===== config.mk =====
export PLATFORM = sky130hd
export DESIGN_NAME = rst_seq_sync_flat
export DESIGN_NICKNAME = d
export VERILOG_FILES = /design/src/rtl/rst_seq_sync_if.sv /design/src/rtl/rst_seq_sync.sv /design/src/flat_wrapper.sv
export SDC_FILE = /design/constraint.sdc
export NUM_CORES = 1
export LEC_CHECK = 0
export ABC_AREA = 1
export CORE_UTILIZATION = 60
export CTS_CLUSTER_DIAMETER = 200
export DETAILED_ROUTE_END_ITERATION = 10
export GPL_ROUTABILITY_DRIVEN = 1
export PLACE_DENSITY = 0.82
export SYNTH_ARGS = -nofsm -noshare
export SYNTH_HDL_FRONTEND = slang
export SYNTH_SLANG_ARGS = --single-unit

===== constraint.sdc =====
create_clock -name CLK -period 2.32 [get_ports CLK]
set_input_delay 0.232 -clock CLK [delete_from_list [all_inputs] [get_ports CLK]]
set_output_delay 0.232 -clock CLK [all_outputs]
set_load 0.02 [all_outputs]

===== src/rtl/rst_seq_sync_if.sv =====
// rst_seq_sync_if: software reset request and sequenced reset outputs of one clock domain; RST_CAUSE exists only with RST_CAUSE_EN
interface rst_seq_sync_if #(
    parameter int NUM_CH = 4
);
    logic              SW_RST;
    logic [NUM_CH-1:0] SYNC_RST;
    logic              RST_DONE;
`ifdef RST_CAUSE_EN
    logic [1:0]        RST_CAUSE;
    modport master (input SW_RST, output SYNC_RST, output RST_DONE, output RST_CAUSE);
    modport slave  (output SW_RST, input SYNC_RST, input RST_DONE, input RST_CAUSE);
`else
    modport master (input SW_RST, output SYNC_RST, output RST_DONE);
    modport slave  (output SW_RST, input SYNC_RST, input RST_DONE);
`endif
endinterface


===== src/rtl/rst_seq_sync.sv =====
// rst_seq_sync: async-assert, synchronized and sequenced-release reset generator; RST_CAUSE_EN adds the RST_CAUSE output
module rst_seq_sync #(
    parameter int NUM_STAGES = 2,
    parameter int NUM_CH     = 4,
    parameter int STRETCH    = 16,
    parameter int REL_DLY    = 8
) (
    input  logic           CLK,
    input  logic           RST,
    rst_seq_sync_if.master bus
);
    localparam int CW = $clog2(STRETCH > REL_DLY ? STRETCH : REL_DLY) + 1;
    localparam int IW = $clog2(NUM_CH + 1);

    if (NUM_STAGES < 2) begin : g_bad_stages
        $error("rst_seq_sync: NUM_STAGES must be >= 2");
    end
    if (NUM_CH < 1) begin : g_bad_ch
        $error("rst_seq_sync: NUM_CH must be >= 1");
    end
    if (STRETCH < 1) begin : g_bad_stretch
        $error("rst_seq_sync: STRETCH must be >= 1");
    end
    if (REL_DLY < 1) begin : g_bad_rel
        $error("rst_seq_sync: REL_DLY must be >= 1");
    end

    typedef enum logic [1:0] {S_HOLD, S_STRETCH, S_RELEASE, S_DONE} state_t;

    logic [NUM_STAGES-1:0] sync_q;
    logic                  sq;
    state_t                state_q, state_d;
    logic [CW-1:0]         cnt_q, cnt_d;
    logic [IW-1:0]         idx_q, idx_d;
    logic [NUM_CH-1:0]     rel_q, rel_d;
    logic                  done_q, done_d;
    logic                  sw_acc;
    logic                  last_ch;

    assign sq      = sync_q[NUM_STAGES-1];
    assign sw_acc  = bus.SW_RST && (state_q != S_HOLD);
    assign last_ch = (idx_q == IW'(NUM_CH - 2));

    // synchronizer chain: cleared at once by RST, fills with ones afterwards
    always_ff @(posedge CLK or posedge RST) begin
        if (RST) sync_q <= '0;
        else     sync_q <= {sync_q[NUM_STAGES-2:0], 1'b1};
    end

    // sequencer state and registered reset outputs
    always_ff @(posedge CLK or posedge RST) begin
        if (RST) begin
            state_q <= S_HOLD;
            cnt_q   <= '0;
            idx_q   <= '0;
            rel_q   <= '0;
            done_q  <= 1'b0;
        end else begin
            state_q <= state_d;
            cnt_q   <= cnt_d;
            idx_q   <= idx_d;
            rel_q   <= rel_d;
            done_q  <= done_d;
        end
    end

    // next state: software reset restarts the stretch, otherwise stretch then release channels in index order
    always_comb begin
        state_d = state_q;
        cnt_d   = cnt_q;
        idx_d   = idx_q;
        rel_d   = rel_q;
        done_d  = done_q;
        if (sw_acc) begin
            state_d = S_STRETCH;
            cnt_d   = '0;
            idx_d   = '0;
            rel_d   = '0;
            done_d  = 1'b0;
        end else if (state_q == S_HOLD) begin
            state_d = sq ? S_STRETCH : S_HOLD;
        end else if (state_q == S_STRETCH) begin
            cnt_d = cnt_q + CW'(1);
            if (cnt_q == CW'(STRETCH - 1)) begin
                cnt_d   = '0;
                rel_d   = NUM_CH'(1);
                done_d  = (NUM_CH == 1);
                state_d = (NUM_CH == 1) ? S_DONE : S_RELEASE;
            end
        end else if (state_q == S_RELEASE) begin
            cnt_d = cnt_q + CW'(1);
            if (cnt_q == CW'(REL_DLY - 1)) begin
                cnt_d   = '0;
                idx_d   = idx_q + IW'(1);
                rel_d   = (rel_q << 1) | NUM_CH'(1);
                done_d  = last_ch;
                state_d = last_ch ? S_DONE : S_RELEASE;
            end
        end
    end

`ifdef RST_CAUSE_EN
    logic [1:0] cause_q;

    // last reset source: 01 hardware reset, 10 accepted software reset
    always_ff @(posedge CLK or posedge RST) begin
        if (RST)         cause_q <= 2'b01;
        else if (sw_acc) cause_q <= 2'b10;
    end
`endif

    // outputs come straight from flops
    always_comb begin
        bus.SYNC_RST = rel_q;
        bus.RST_DONE = done_q;
`ifdef RST_CAUSE_EN
        bus.RST_CAUSE = cause_q;
`endif
    end
endmodule

===== src/flat_wrapper.sv =====
// flat-port wrapper written by rule: the top's interface ports become plain ports
module rst_seq_sync_flat 
#(
    parameter int NUM_STAGES = 2,
    parameter int NUM_CH     = 4,
    parameter int STRETCH    = 16,
    parameter int REL_DLY    = 8
)
  (CLK, RST, bus_SW_RST, bus_SYNC_RST, bus_RST_DONE);
  rst_seq_sync_if #(.NUM_CH(NUM_CH)) bus_i ();
  input  logic CLK;
  input  logic RST;
  input wire logic [$bits(bus_i.SW_RST)-1:0] bus_SW_RST;
  output wire logic [$bits(bus_i.SYNC_RST)-1:0] bus_SYNC_RST;
  output wire logic [$bits(bus_i.RST_DONE)-1:0] bus_RST_DONE;
  assign bus_i.SW_RST = bus_SW_RST;
  assign bus_SYNC_RST = bus_i.SYNC_RST;
  assign bus_RST_DONE = bus_i.RST_DONE;
  rst_seq_sync #(.NUM_STAGES(NUM_STAGES), .NUM_CH(NUM_CH), .STRETCH(STRETCH), .REL_DLY(REL_DLY)) u_core (.CLK(CLK), .RST(RST), .bus(bus_i));
endmodule

==> flow_summary.ini, run 1 <==
[yosys]
synth.most_common_cell = nand2_1
synth_area_sq_um = 1000
synth_common_cells = nand2_1 (36), dfrtp_1 (17), inv_1 (14)
synth-seq-cells = 17
avgSynthCellArea_sq_um = 8.20
synthCells = 122
synth_edf_count = 0
synth_top_area_cell = dfrtp_1
async_flop_share_pct = 100
synthFlopType = dfrtp_1
synth_area_leaders = dfrtp_1 (43%), nand2_1 (14%), ha_1 (10%)
syn_nets = 133
seq_area_frac_synth_pct = 42.5
yosys.area.top_type_share_pct = 42.5
yosysUniqueCellTypes = 23
yosys_warnings = 0

[clocking]
post_cts_resized = 0
h-tree-depth = 1
root_buffer = clkbuf_4
cts_tree = done
max-clock-path-buffers = 2
cts_sinks = 17
cts_buffers = 3
clk_pin_slew_ps = 100
clk_latency_ps = 290
holdBufCountCts = 0
postCtsSetupRepairBufs = 0

[pwr]
ir_worst_vdd_mv = 0.738
power_mw = 1.13
intPower_mw = 0.627
seqPwrFrac_pct = 38.0
powerDensity_nw_per_um2 = 1010
switching_share_pct = 44.5
combinationalPowerShare_pct = 48.0
clock_power_share_pct = 14.0
p_sw_mw = 0.504
p_leak_nw = 0.602

[floorplan]
die_area_sq_um = 1840
fp-row-count = 14
die_width_microns = 42.8
start_util_pct = 65.7
io_pins = 8
fp.dieH_microns = 42.8
core-area_sq_um = 1520

[setup_path]
path_max_fanout = 6
cpMostUsedCell = nand2_1
r2r_setup_slack_ps = 770
crit_family = simple AND/OR/NAND/NOR gates
cp-start-kind = flop
slowest_delay_ps = 380
worst-path-buf-inv = 0
r2r_cells = 9
arrival_ps = 1740
critPathKind = reg2reg
cp.required_ps = 2510
cp-end-kind = flop
path_cells = ha_1 -> nand2_2 -> nor2_1 -> ha_1 -> nand2_1 -> nand3_1 -> nand2_4 -> nand2_1 -> nand2_1
r2r-end = u_core.bus.RST_DONE
critPathSlowestCell = dfrtp_1
r2r-start = u_core.cnt_q[1]

[place]
place_ws_ps = 796
dp.final_hpwl_microns = 1350
place_area_sq_um = 1090
portBuffers = 7
place_congestion = 0.836

[route]
routed_via_density = 5.22
route.detailed.drc = 0
post_drt_wl_per_cell_microns = 12.1
drt_iter0_drc = 18
drt.antenna.violating_nets = 0
finalWirelength_microns = 1810
num_vias = 778
first_pass_iters = 4

[finish]
drive_gt1_share_pct = 15.0
syn2layout_area_growth_pct = 11.6
stdcell_area_sq_um = 1120
diodes = 0
final_core_util_pct = 73.3
nets = 145

[run]
maxCapViolCount = 0

[timing]
fmax_mhz = 645
fin_crit_sh_pct = 66.8
maxSlewViolCount = 0
fin_skew_ps = 2.64
setup_viol = 0
rsz0062_at_grt = false
hold_viol_final = 0
finalCriticalPeriod_ps = 1550
slew_headroom_pct = 59.0
tns_ps = 0
worstMarginPinSlew_ps = 614
fin_ws_ps = 769

[outcome]
status = finished, final reports clean

[grt]
grt_usage_pct = 23.3
grt.overflow.total = 0
grt_max_degree = 18
antenna_found_initial = 0
grt_first_pass_wirelength_microns = 3220
first_global_vias = 759

[worst_hold_path]
hold_path.class = in2async
==> metal layers <==
layer / up-vias / wire length, microns / GRT usage (%)
met5: - / 0 / 0
met4: 0 / 26 / 7.50
met3: 4 / 50 / 3.83
met2: 12 / 844 / 38.2
met1: 356 / 888 / 31.3
li1: 406 / - / -
==> worst max path at each step <==
| stage | endpoint | cells after the start | from | slack (ps) |
|---|---|---|---|---|
| after floorplan | u_core.bus.SYNC_RST[1] | 9 | u_core.cnt_q[0] | 890 |
| after global placement | u_core.bus.RST_DONE | 9 | u_core.cnt_q[0] | 840 |
| after detailed placement | u_core.bus.SYNC_RST[1] | 9 | u_core.cnt_q[1] | 800 |
| after CTS | u_core.bus.RST_DONE | 9 | u_core.cnt_q[0] | 760 |
| after global routing | u_core.bus.RST_DONE | 9 | u_core.cnt_q[0] | 610 |
| final | u_core.bus.RST_DONE | 9 | u_core.cnt_q[1] | 770 |
==> power groups by stage <==
stage | Combinational (mW) | Clock [mW] | Sequential [mW]
5_1_grt | 0.622 | 0.169 | 0.440
3_3_place_gp | 0.519 | 0 | 0.431
3_5_place_dp | 0.534 | 0 | 0.434
6_report | 0.543 | 0.158 | 0.429
4_1_cts | 0.543 | 0.164 | 0.428
2_1_floorplan | 0.431 | 0 | 0.425
==> cell families (layout without fill, tap and decap cells) <==
kind of cell,count (synthesis),in the layout,share of synthesized area (%)
AOI/OAI and AO/OA,12,12,6.75
and+or+nand+nor,65,65,33.0
DFF,17,17,42.5
adders and majority gates,8,8,10.0
other,1,1,0.375
buffers and inverters,19,30,7.37
==> through the flow <==
| step | std cells | hold WS, ps |
|---|---|---|
| 3_5_place_dp | 145 | 336 |
| 6_report | 149 | 304 |
| 2_1_floorplan | 122 | 158 |
| 4_1_cts | 149 | 331 |
| 5_1_grt | 149 | 359 |
| 3_3_place_gp | 145 | 339 |
==> registers in the layout, indices dropped and copies added, names as in the netlist <==
signal               count
u_core.cnt_q             5
u_core.bus.SYNC_RST      4
u_core.idx_q             3
u_core.state_q           2
u_core.sync_q            2
u_core.bus.RST_DONE      1
==> final cells by class <==
cell class / instances / area (sq um)
Multi-Input combinational cell: 86 / 502
Sequential cell: 17 / 425
Timing Repair Buffer: 7 / 70.1
Clock buffer: 4 / 26.3
Inverter: 19 / 73.8
Fill cell: 115 / 407
Tap cell: 16 / 20.0
==> placed cells by master (no fill, tap or decap) <==
master and instances:
nor2_2 2, inv_2 4, nor2_1 5, o22ai_1 1, dfrtp_1 17, a21boi_1 1, inv_4 1, conb_1 1
or2_1 1, nand3_1 6, o21ai_0 5, ha_1 8, or2_2 1, nand3_2 2, o21ai_1 3, o21ai_2 1
nand2_1 36, clkbuf_4 3, clkdlybuf4s50_1 7, a21oi_1 1, clkbuf_1 1, nand2_2 1, nand4_1 5, nand2_4 5
nand3b_1 1, inv_1 14
Power figures use the tool's default switching activity.
==> inputs of run 2 (changes only) <==
CORE_UTILIZATION = 50   (was 60)
PLACE_DENSITY = 0.73   (was 0.82)
clock period = 1.25 ns   (was 2.32 ns; I/O delays follow)
==> run 2 against run 1 <==
- the flow now finishes with violations (setup timing)
- final area rose by 31%
- clock power rose by 90%
- combinational power rose to 3.4 times the previous value
- count of clock-buffer cells in the layout fell by 1
- cell count rose by 15%
- first-iteration DRC count fell by 28%
- via count rose by 16%
- critical path depth rose by 1
==> flow_summary.ini, run 2 (synthesized netlist as in run 1, its figures left out) <==
[floorplan]
fp.dieH_microns = 46.7
die_width_microns = 46.7
start_util_pct = 55.6
io_pins = 8
die_area_sq_um = 2180
fp-row-count = 15
core-area_sq_um = 1800

[grt]
grt_max_degree = 18
grt_first_pass_wirelength_microns = 3560
grt_usage_pct = 23.5
first_global_vias = 833
grt.overflow.total = 0
antenna_found_initial = 0

[timing]
setup_viol = 15
tns_ps = -2130
fin_ws_ps = -185
fin_skew_ps = 7.78
hold_viol_final = 0
fin_crit_sh_pct = 115
fmax_mhz = 697
maxSlewViolCount = 0
holdWs_ps = 126
rsz0062_at_grt = true
finalCriticalPeriod_ps = 1440

[clocking]
max-clock-path-buffers = 2
clk_latency_ps = 300
cts_sinks = 17
holdBufCountCts = 0
clk_pin_slew_ps = 110
cts_tree = done
h-tree-depth = 1
root_buffer = clkbuf_4
cts_buffers = 3

[finish]
multiInputGateArea_sq_um = 712
largest_register_ffs = 5
diodes = 0
final_core_util_pct = 81.4
nets = 158
layout_common_cells = nand2_1 (20), dfrtp_1 (17), nand2_2 (14)
drive_gt1_share_pct = 48.6
final_common_cell = nand2_1
n_fill_cell = 117
top_register = u_core.cnt_q
seq_area_sq_um = 425
syn2layout_area_growth_pct = 46.5

[outcome]
failed_checks = setup timing
status = finished, violations left

[setup_path]
r2r_cells = 10
path_max_fanout = 6
r2r-start = u_core.state_q[0]
cp-endpoint = u_core.bus.SYNC_RST[1]
r2r-end = u_core.bus.SYNC_RST[1]
cp-start-kind = flop
crit_start = u_core.state_q[0]
arrival_ps = 1630
cp.required_ps = 1440
critPathKind = reg2reg
cp-end-kind = flop
r2r_setup_slack_ps = -190

[run]
maxCapViolCount = 0

[place]
dp.final_hpwl_microns = 1470
place_ws_ps = -191
place_congestion = 0.825
portBuffers = 7

[route]
post_drt_wl_per_cell_microns = 13.8
first_pass_iters = 4
drt_iter0_drc = 13
num_vias = 904
routed_via_density = 5.29
route.detailed.drc = 0
finalWirelength_microns = 2360
drt.antenna.violating_nets = 0

[pwr]
ir_worst_vdd_mv = 1.23
power_mw = 2.93
p_leak_nw = 0.732
powerDensity_nw_per_um2 = 2000

[worst_hold_path]
hold_path.class = in2async
-- run 2: changes by cell type in the layout (fill, tap and decap cells not counted), sizes merged --
cell / change
buf: +13
clkbuf: -1
clkdlybuf4s50: -5
clkinv: +2
dlygate4sd2: +5
inv: -1
-- run 2: how the worst min path moves through the flow --
stage,from,to,slack (ps),depth (start not counted)
global route,RST,u_core.sync_q[1],160,3
global placement,u_core.sync_q[0],u_core.sync_q[1],340,0
CTS,RST,u_core.sync_q[1],140,3
floorplan,RST,u_core.bus.RST_DONE,50,1
detailed placement,u_core.sync_q[0],u_core.sync_q[1],340,0
finish,RST,u_core.sync_q[0],130,3
-- run 2: through the flow --
step / cell area (sq um) / std cells
finish: 1470 / 171
global route: 1470 / 171
CTS: 1380 / 171
detailed placement: 1180 / 162
global placement: 1180 / 162
floorplan: 1020 / 122
-- run 2: repair_timing --
item | in CTS | in global routing
gates cloned | 0 | 0
setup endpoints to repair | 20 | 15
pin swaps | 16 | 11
setup buffers | 5 | 1
resized for setup | 39 | 25
hold endpoints to repair | 0 | 0
-- run 2: final cells by class --
type                            instances  area share [%]
Clock buffer                            3            1.54
Clock inverter                          1           0.341
Inverter                               19            6.40
Multi-Input combinational cell         86            48.5
Sequential cell                        17            29.0
Tap cell                               25            2.13
Timing Repair Buffer                   20            12.0
-- run 2: critical path: stages, from the launching register on --
cell and delay (ps):
dfrtp_1 450, inv_2 100, ha_4 190, inv_4 70, nand2_8 70, nand2_4 110
nand2_4 70, inv_8 90, nand2_8 80, nand2_2 60, nand2_1 50
-- run 2: layer usage --
layer	global-route usage (%)	routed length [microns]
met5	0	0
met1	30.1	1030
met3	5.38	89
met2	37.5	1180
met4	11.4	57
-- run 2: power breakdown --
group	total, mW	internal (mW)	switching [mW]	leakage [nW]
logic	1.82	0.780	1.04	0.491
registers	0.815	0.685	0.130	0.224
clock network	0.300	0.119	0.181	0.0177
==> inputs of run 3 (changes only) <==
CTS_CLUSTER_DIAMETER = 150   (was 200)
==> results of run 3 <==
The final DEF is identical to that of run 2; final timing and power are the same.
